[src/rtl/universal_shift_reg_if.sv]
// Control/data bundle for universal_shift_reg.
// master drives operations; slave returns the registered word and status.
interface universal_shift_reg_if #(
    parameter int WIDTH = 8
);
    localparam int CW = $clog2(WIDTH + 1);

    logic             en;
    logic [2:0]       mode;
    logic [WIDTH-1:0] d;
    logic             sin_l;
    logic             sin_r;
    logic [WIDTH-1:0] q;
    logic             sout_l;
    logic             sout_r;
    logic [CW-1:0]    cnt;
    logic             full;

    modport master (
        output en, mode, d, sin_l, sin_r,
        input  q, sout_l, sout_r, cnt, full
    );

    modport slave (
        input  en, mode, d, sin_l, sin_r,
        output q, sout_l, sout_r, cnt, full
    );
endinterface

[src/rtl/universal_shift_reg.sv]
// Multi-mode WIDTH-bit register: load, shifts, rotates, ASR, clear.
// Saturating shift counter flags a fully deserialised word.
module universal_shift_reg #(
    parameter int          WIDTH     = 8,
    parameter logic [63:0] RESET_VAL = '0
) (
    input logic                  clk,
    input logic                  rst,
    universal_shift_reg_if.slave bus
);
    localparam int CW = $clog2(WIDTH + 1);
    localparam logic [CW-1:0] CNT_MAX = CW'(WIDTH);

    typedef enum logic [2:0] {
        HOLD, LOAD, SHL, SHR, ROL, ROR, ASR, CLR
    } mode_t;

    logic [WIDTH-1:0] q;
    logic [CW-1:0]    cnt;
    logic [CW-1:0]    cnt_inc;

    // Saturate rather than wrap so full stays asserted.
    assign cnt_inc = (cnt == CNT_MAX) ? cnt : cnt + 1'b1;

    always_ff @(posedge clk or negedge rst) begin
        if (!rst) begin
            q   <= RESET_VAL[WIDTH-1:0];
            cnt <= '0;
        end else if (bus.en) begin
            case (mode_t'(bus.mode))
                LOAD: begin
                    q   <= bus.d;
                    cnt <= '0;
                end
                SHL: begin
                    q   <= {q[WIDTH-2:0], bus.sin_l};
                    cnt <= cnt_inc;
                end
                SHR: begin
                    q   <= {bus.sin_r, q[WIDTH-1:1]};
                    cnt <= cnt_inc;
                end
                ROL: begin
                    q   <= {q[WIDTH-2:0], q[WIDTH-1]};
                    cnt <= cnt_inc;
                end
                ROR: begin
                    q   <= {q[0], q[WIDTH-1:1]};
                    cnt <= cnt_inc;
                end
                ASR: begin
                    q   <= {q[WIDTH-1], q[WIDTH-1:1]};
                    cnt <= cnt_inc;
                end
                CLR: begin
                    q   <= '0;
                    cnt <= '0;
                end
                default: begin
                    q   <= q;
                    cnt <= cnt;
                end
            endcase
        end
    end

    assign bus.q      = q;
    assign bus.cnt    = cnt;
    assign bus.sout_l = q[WIDTH-1];
    assign bus.sout_r = q[0];
    assign bus.full   = (cnt == CNT_MAX);
endmodule

[src/flat_wrapper.sv]
// flat-port wrapper written by rule: the top's interface ports become plain ports
module universal_shift_reg_flat 
#(
    parameter int          WIDTH     = 8,
    parameter logic [63:0] RESET_VAL = '0
)
  (clk, rst, bus_en, bus_mode, bus_d, bus_sin_l, bus_sin_r, bus_q, bus_sout_l, bus_sout_r, bus_cnt, bus_full);
  universal_shift_reg_if #(.WIDTH(WIDTH)) bus_i ();
  input logic clk;
  input logic rst;
  input wire logic [$bits(bus_i.en)-1:0] bus_en;
  input wire logic [$bits(bus_i.mode)-1:0] bus_mode;
  input wire logic [$bits(bus_i.d)-1:0] bus_d;
  input wire logic [$bits(bus_i.sin_l)-1:0] bus_sin_l;
  input wire logic [$bits(bus_i.sin_r)-1:0] bus_sin_r;
  output wire logic [$bits(bus_i.q)-1:0] bus_q;
  output wire logic [$bits(bus_i.sout_l)-1:0] bus_sout_l;
  output wire logic [$bits(bus_i.sout_r)-1:0] bus_sout_r;
  output wire logic [$bits(bus_i.cnt)-1:0] bus_cnt;
  output wire logic [$bits(bus_i.full)-1:0] bus_full;
  assign bus_i.en = bus_en;
  assign bus_i.mode = bus_mode;
  assign bus_i.d = bus_d;
  assign bus_i.sin_l = bus_sin_l;
  assign bus_i.sin_r = bus_sin_r;
  assign bus_q = bus_i.q;
  assign bus_sout_l = bus_i.sout_l;
  assign bus_sout_r = bus_i.sout_r;
  assign bus_cnt = bus_i.cnt;
  assign bus_full = bus_i.full;
  universal_shift_reg #(.WIDTH(WIDTH), .RESET_VAL(RESET_VAL)) u_core (.clk(clk), .rst(rst), .bus(bus_i));
endmodule
[config.mk]
export PLATFORM = sky130hd
export DESIGN_NAME = universal_shift_reg_flat
export DESIGN_NICKNAME = d
export VERILOG_FILES = /design/src/rtl/universal_shift_reg_if.sv /design/src/rtl/universal_shift_reg.sv /design/src/flat_wrapper.sv
export SDC_FILE = /design/constraint.sdc
export NUM_CORES = 1
export LEC_CHECK = 0
export ABC_AREA = 1
export BUFFER_PORTS_ARGS = -buffer_cell sky130_fd_sc_hd__buf_4
export CAP_MARGIN = 10
export CORE_UTILIZATION = 51
export CTS_BUF_LIST = sky130_fd_sc_hd__clkbuf_8
export CTS_CLUSTER_DIAMETER = 200
export DETAILED_ROUTE_END_ITERATION = 10
export GPL_ROUTABILITY_DRIVEN = 0
export MAX_ROUTING_LAYER = met4
export PLACE_DENSITY = 0.83
export SLEW_MARGIN = 20
export SYNTH_ARGS = -nofsm -noshare
export SYNTH_HDL_FRONTEND = slang
export SYNTH_SLANG_ARGS = --single-unit
[constraint.sdc]
create_clock -name clk -period 1.34 [get_ports clk]
set_input_delay 0.134 -clock clk [delete_from_list [all_inputs] [get_ports clk]]
set_output_delay 0.134 -clock clk [all_outputs]
set_load 0.05 [all_outputs]
==> key figures, run 1 <==
Clock network
  – Max clock buf depth: 2
  – H-tree lvl count: 1
  – CTS tree: yes
  – CTS sink cnt: 12
  – Clock latency at the later pin of the worst-skew pair: 0.24 ns
  – Total CTS buffers: 3
  – CTS clk-pin slew, worst paths: 0.05 ns
  – CTS root buf: clkbuf_8

Worst hold path
  – Hold Crit Class: input port to flop
  – Hold Crit Start: bus_en

Global route
  – Vias in the first global route: 911
  – Global-route wire length before repair: 3820 um
  – GRT Overall Usage: 27.4%
  – Largest net degree at the start of global routing: 15
  – Total grt overflow: 0
  – Antenna violations before repair: 0

Cells and area
  – Layout Nets: 195
  – Cell Count, Final, Fillers Out: 192
  – Layout area overhead: 38.8%
  – Final core utilization: 79.2%
  – Fraction of layout cells with a size suffix above 1: 31.3%
  – # diodes: 0

Drt
  – Final ANT Viol Nets: 0
  – Routed length per instance: 11.7 um
  – Via/cell ratio: 5.20
  – DRC Markers: 0
  – Routed Wire Length: 2250 um
  – Vias post-DR: 999
  – Drt initial violations: 20
  – 1st-pass router iterations: 6

Timing
  – Slew Viols, Final: 0
  – # setup viols final: 0
  – Final-report hold violation count: 0
  – Max Clk Rate: 0.767 GHz
  – Worst slew pin tran: 0.417 ns
  – Hold_ws: 0.175 ns
  – Tmin final: 1.30 ns
  – Clk_skew: 0.000362 ns
  – Post-route clock period utilization: 97.3%
  – Slew HR: 72.1%
  – RSZ-0062 raised after global routing: true

Worst setup path
  – Critical Path End Type: primary output
  – Critical Path Start Type: flop
  – Worst path arrival time: 1.17 ns
  – Worst Setup SP: u_core.bus.cnt[0]
  – Worst path required time: 1.21 ns
  – Critical R2R Launch: u_core.bus.cnt[0]
  – Crit Path Category: flop to primary output
  – Crit-path max FO: 2

Power
  – Power consumption: 1.94 mW
  – PwrDens: 1550 mW/mm^2
  – Max VDD drop: 0.814 mV
  – Leakage: 0.720 nW

Synthesis
  – Synthesized instance count: 143
  – Top cells by area, synth: dfrtp_1 33%, nand2_1 23%, nand3_1 12%, nor2_1 7.9%, inv_1 5.8%
  – Sequential fraction of the synthesis area: 33.4%
  – Synth unique cells: 16
  – Net count after synthesis: 161
  – Flop and latch count out of synthesis: 12
  – Synth warnings: 0
  – Top-area cell type share of the netlist area: 33.4%
  – Area leader, netlist: dfrtp_1
  – Synthesized area per cell: 6.29 um^2
  – Post-Syn Area: 900 um^2

Status
  – Status: complete, no violations

Flow run
  – Max cap viols: 0

Placed design
  – Hpwl dp: 1540 um
  – Placed cells: 184
  – IO Port Bufs: 30

Floorplan
  – Cell Rows: 14
  – Die area: 0.00194 mm^2
  – Core area: 0.00158 mm^2
  – Die X-Extent: 44 um
  – # IOs: 31
  – Die Ht: 44 um
  – Initial core utilization: 57.1%
## kinds of logic (layout without fill, tap and decap cells)
kind of cell,count (synthesis),count (layout),synth area share (%)
fa+ha+maj,2,2,2.78
xor+xnor,2,2,1.95
simple gates,101,101,46.7
buf+inv,22,55,12.2
compound gates,4,4,2.92
flops,12,12,33.4
## path summary, 6_finish.rpt
| kind | end | slack (ns) | depth (start not counted) |
|---|---|---|---|
| max | bus_full | 0.04 | 5 |
| min reg2reg | u_core.bus.q[4] | 0.54 | 2 |
| max reg2reg | u_core.bus.cnt[3] | 0.11 | 9 |
| min | u_core.bus.q[7] | 0.17 | 4 |
| max in group asynchronous | u_core.bus.cnt[3] | 0.90 | 2 |
| min in group asynchronous | u_core.bus.q[0] | 0.27 | 2 |
## synth_stat cells
cell / number
inv_1: 14
nand3_1: 21
buf_4: 3
inv_2: 2
o21ai_0: 2
a21boi_2: 1
nand4_1: 2
nand2_1: 55
nor2_2: 4
xor2_1: 2
dfrtp_1: 12
buf_2: 1
buf_6: 2
ha_1: 2
nor2_1: 19
o21ai_1: 1
## cells in the final DEF, fill, tap and decap left out
master	Yosys	routed
buf_4	3	32
nor2_4	0	1
dfrtp_1	12	9
nand2_1	55	53
inv_2	2	4
xor2_1	2	2
inv_1	14	12
nand2_4	0	1
dlygate4sd3_1	0	1
clkbuf_8	0	4
nand3_1	21	20
nand4_1	2	2
ha_4	0	1
dfrtp_2	0	3
nor2_1	19	18
o21ai_0	2	2
nand2_2	0	1
buf_12	0	1
a21boi_2	1	1
o21ai_1	1	1
nand3_2	0	1
ha_1	2	1
buf_8	0	1
nor2_2	4	4
## worst max-delay path, stage by stage (launching register included)
cell	delay, ns
dfrtp_2	0.40
inv_2	0.08
ha_4	0.12
nand2_2	0.06
nor2_4	0.11
buf_8	0.15
## layout make-up
| type | count | area (um^2) |
|---|---|---|
| fill | 115 | 328 |
| multi-input combinational | 109 | 524 |
| timing repair buffer | 35 | 285 |
| inverter | 16 | 60.1 |
| clock buffer | 4 | 55.1 |
| sequential | 12 | 304 |
| tap | 16 | 20.0 |
## sequential cells by signal (all words and copies together), names as in the netlist
register and count:
u_core.bus.q 8, u_core.bus.cnt 4
## stage by stage
step	setup WS, ns	setup TNS [ns]	cell area, um^2
2_1_floorplan	-0.264	-0.930	933
3_5_place_dp	0.0523	0	1150
4_1_cts	0.00262	0	1230
6_report	0.0357	0	1250
3_3_place_gp	0.0992	0	1150
5_1_grt	-0.00875	-0.00875	1250
## routing by layer
metal	part of all wire (%)	track usage (%)
met1	44	32.5
met2	50	46.8
met3	4.0	3.75
met4	1.6	10.3
met5	0	-
## repair_timing
item | in CTS | in global routing
resized for setup | 1 | 2
pin swaps | 0 | 1
hold buffers | 1 | 0
endpoints found under the setup margin | 1 | 2
setup buffers | 2 | 1
hold endpoints to repair | 12 | 0
## power by group
part | leakage (nW) | internal, mW | switching [mW]
clock network | 0.0288 | 0.260 | 0.141
logic | 0.542 | 0.345 | 0.635
registers | 0.150 | 0.452 | 0.106
(Power assumes the default switching activity.)
==> run 2, diff against run 1 <==
--- a/config.mk
+++ b/config.mk
@@ -7,7 +7,7 @@
 export LEC_CHECK = 0
 export ABC_AREA = 1
 export BUFFER_PORTS_ARGS = -buffer_cell sky130_fd_sc_hd__buf_4
-export CAP_MARGIN = 10
+export CAP_MARGIN = 20
 export CORE_UTILIZATION = 51
 export CTS_BUF_LIST = sky130_fd_sc_hd__clkbuf_8
 export CTS_CLUSTER_DIAMETER = 200
@@ -15,6 +15,7 @@
 export GPL_ROUTABILITY_DRIVEN = 0
 export MAX_ROUTING_LAYER = met4
 export PLACE_DENSITY = 0.83
+export REMOVE_ABC_BUFFERS = 1
 export SLEW_MARGIN = 20
 export SYNTH_ARGS = -nofsm -noshare
 export SYNTH_HDL_FRONTEND = slang
==> key figures, run 2 (synthesized netlist as in run 1, its figures left out) <==
Timing
  – Slew Viols, Final: 0 (unchanged)
  – Setup TNS: 0 ns (unchanged)
  – Max Clk Rate: 0.753 GHz (-1.8%)
  – Slew HR: 70.1% (-2.0 points)
  – RSZ-0062 raised after global routing: true
  – Tmin final: 1.33 ns (+0.0243 ns)
  – Final-report hold violation count: 0 (unchanged)
  – Post-route clock period utilization: 99.2% (+1.8 points)
  – Worst slew pin tran: 0.448 ns (+0.0306 ns)
  – Final setup margin: 0.0114 ns (-0.0243 ns)
  – # setup viols final: 0 (unchanged)
  – Clk_skew: 0.00269 ns (+0.00233 ns)

Global route
  – Antenna violations before repair: 0 (unchanged)
  – Total grt overflow: 0 (unchanged)
  – Vias in the first global route: 903 (-0.88%)
  – Global-route wire length before repair: 3940 um (+3.1%)
  – GRT Overall Usage: 28.3% (+0.90 points)
  – Largest net degree at the start of global routing: 15 (unchanged)

Floorplan
  – Die Ht: 44 um (unchanged)
  – Die area: 0.00194 mm^2 (unchanged)
  – Initial core utilization: 57.1% (unchanged)
  – # IOs: 31 (unchanged)
  – Cell Rows: 14 (unchanged)
  – Core area: 0.00158 mm^2 (unchanged)
  – Die X-Extent: 44 um (unchanged)

Clock network
  – Clock latency at the later pin of the worst-skew pair: 0.24 ns (about the same)
  – CTS root buf: clkbuf_8
  – Total CTS buffers: 3 (unchanged)
  – Max clock buf depth: 2 (unchanged)
  – H-tree lvl count: 1 (unchanged)
  – CTS clk-pin slew, worst paths: 0.05 ns (about the same)
  – CTS sink cnt: 12 (unchanged)
  – CTS tree: yes

Worst setup path
  – Max incr delay on CP: 0.37 ns (-0.03 ns)
  – Crit Path Category: flop to primary output
  – Largest delay share family, worst path: flip-flops
  – Critical Path Start Type: flop
  – Worst path required time: 1.21 ns (about the same)
  – Crit path buffers/inverters: 2 (unchanged)
  – CP max-delay cell: dfrtp_1
  – Critical Path End Type: primary output
  – Worst path arrival time: 1.19 ns (+0.02 ns)
  – Crit-path cells: inv_1 -> ha_2 -> nand2_2 -> nor2_4 -> buf_6
  – Crit-path max FO: 2 (unchanged)

Cells and area
  – Largest reg by FF count: u_core.bus.q
  – # diodes: 0 (unchanged)
  – Final instance area: 0.00121 mm^2 (-2.9%)
  – Layout Nets: 196 (+0.51%)
  – Layout area overhead: 34.8%
  – Max reg flops: 8 (unchanged)
  – Fraction of layout cells with a size suffix above 1: 30.1% (-1.1 points)
  – Largest regs: u_core.bus.q: 8 flops, u_core.bus.cnt: 4 flops
  – Commonest non-fill, non-tap cells in the layout: 52 x nand2_1, 34 x buf_4, 21 x nand3_1
  – Most common cell after layout, fill and taps aside: nand2_1

Drt
  – Routed length per instance: 12.2 um (+3.9%)
  – Final ANT Viol Nets: 0 (unchanged)
  – Drt initial violations: 35 (+75%)
  – Vias post-DR: 984 (-1.5%)
  – Routed Wire Length: 2340 um (+3.9%)
  – Via/cell ratio: 5.13 (-1.5%)
  – DRC Markers: 1 (+1)
  – 1st-pass router iterations: 9 (+3)

Flow run
  – Max cap viols: 0 (unchanged)

Placed design
  – Placed cell area: 0.00112 mm^2 (-2.1%)
  – IO Port Bufs: 30 (unchanged)
  – DP Worst Slack: 0.0430 ns (-0.00926 ns)
  – Hpwl dp: 1640 um (+6.4%)

Power
  – Leakage: 0.710 nW (-1.4%)
  – Max VDD drop: 1.11 mV (+37%)
  – PwrDens: 1530 mW/mm^2 (-1.7%)

Status
  – Failing checks: DRC
  – Status: finished, violations left

Worst hold path
  – Hold Crit Class: input port to flop
==> run 2: cell types whose count changed in the layout (fill, tap and decap cells not counted), moves of 2 or more <==
cell	previous run	this run
buf_4	32	34
dfrtp_1	9	12
dfrtp_2	3	0
o21ai_1	1	3
ha_2	0	2
o21ai_0	2	0
==> run 2: path summary, 6_finish.rpt <==
path                                    from                end  slack (ns)  depth (start not counted)
setup / recovery           u_core.bus.cnt[1]           bus_full        0.01                          5
hold / removal                        bus_en    u_core.bus.q[7]        0.18                          4
setup reg to reg           u_core.bus.cnt[1]  u_core.bus.cnt[3]        0.05                          9
hold reg to reg              u_core.bus.q[3]    u_core.bus.q[3]        0.55                          2
max in group asynchronous                rst  u_core.bus.cnt[3]        0.86                          2
min in group asynchronous                rst    u_core.bus.q[3]        0.31                          2
==> run 2: routing by layer <==
layer,global-route usage (%),share of wire [%],vias to the layer above
met3,3.75,5.9,7
met4,7.27,1.3,0
li1,-,-,507
met2,47.9,50,35
met5,-,0,-
met1,35.4,43,435
==> run 2: layout make-up <==
type,instances,area (um^2)
Sequential cell,12,300
Fill cell,130,364
Inverter,16,60.1
Clock buffer,3,41.3
Multi-Input combinational cell,109,514
Tap cell,16,20.0
Timing Repair Buffer,36,277
==> run 2: where the power goes <==
part	switching [mW]	leakage [nW]	internal, mW
logic	0.632	0.534	0.336
registers	0.0986	0.154	0.447
clock network	0.138	0.0216	0.199
total	0.868	0.710	0.982
==> run 2: stage by stage <==
stage	util, %	hold slack, ns	std cells	power, mW
5_1_grt	76.9	0.201	192	1.95
3_5_place_dp	71.3	-0.0139	187	1.45
3_3_place_gp	71.3	-0.0158	187	1.43
6_report	76.9	0.180	192	1.85
4_1_cts	75.2	0.177	191	1.80
2_1_floorplan	-	-0.162	137	1.13
==> run 2: worst min-delay path: cells and delay by family <==
kind                   cells  cell delay, ns
buffers and inverters      1            0.09
AND/OR/NAND/NOR            3            0.16
==> run 2: timing repair <==
item | in CTS | in global routing
hold endpoints to repair | 12 | 0
setup buffers | 0 | 1
setup endpoints to repair | 1 | 5
resized for setup | 3 | 10
hold buffers | 1 | 0
pin swaps | 0 | 4
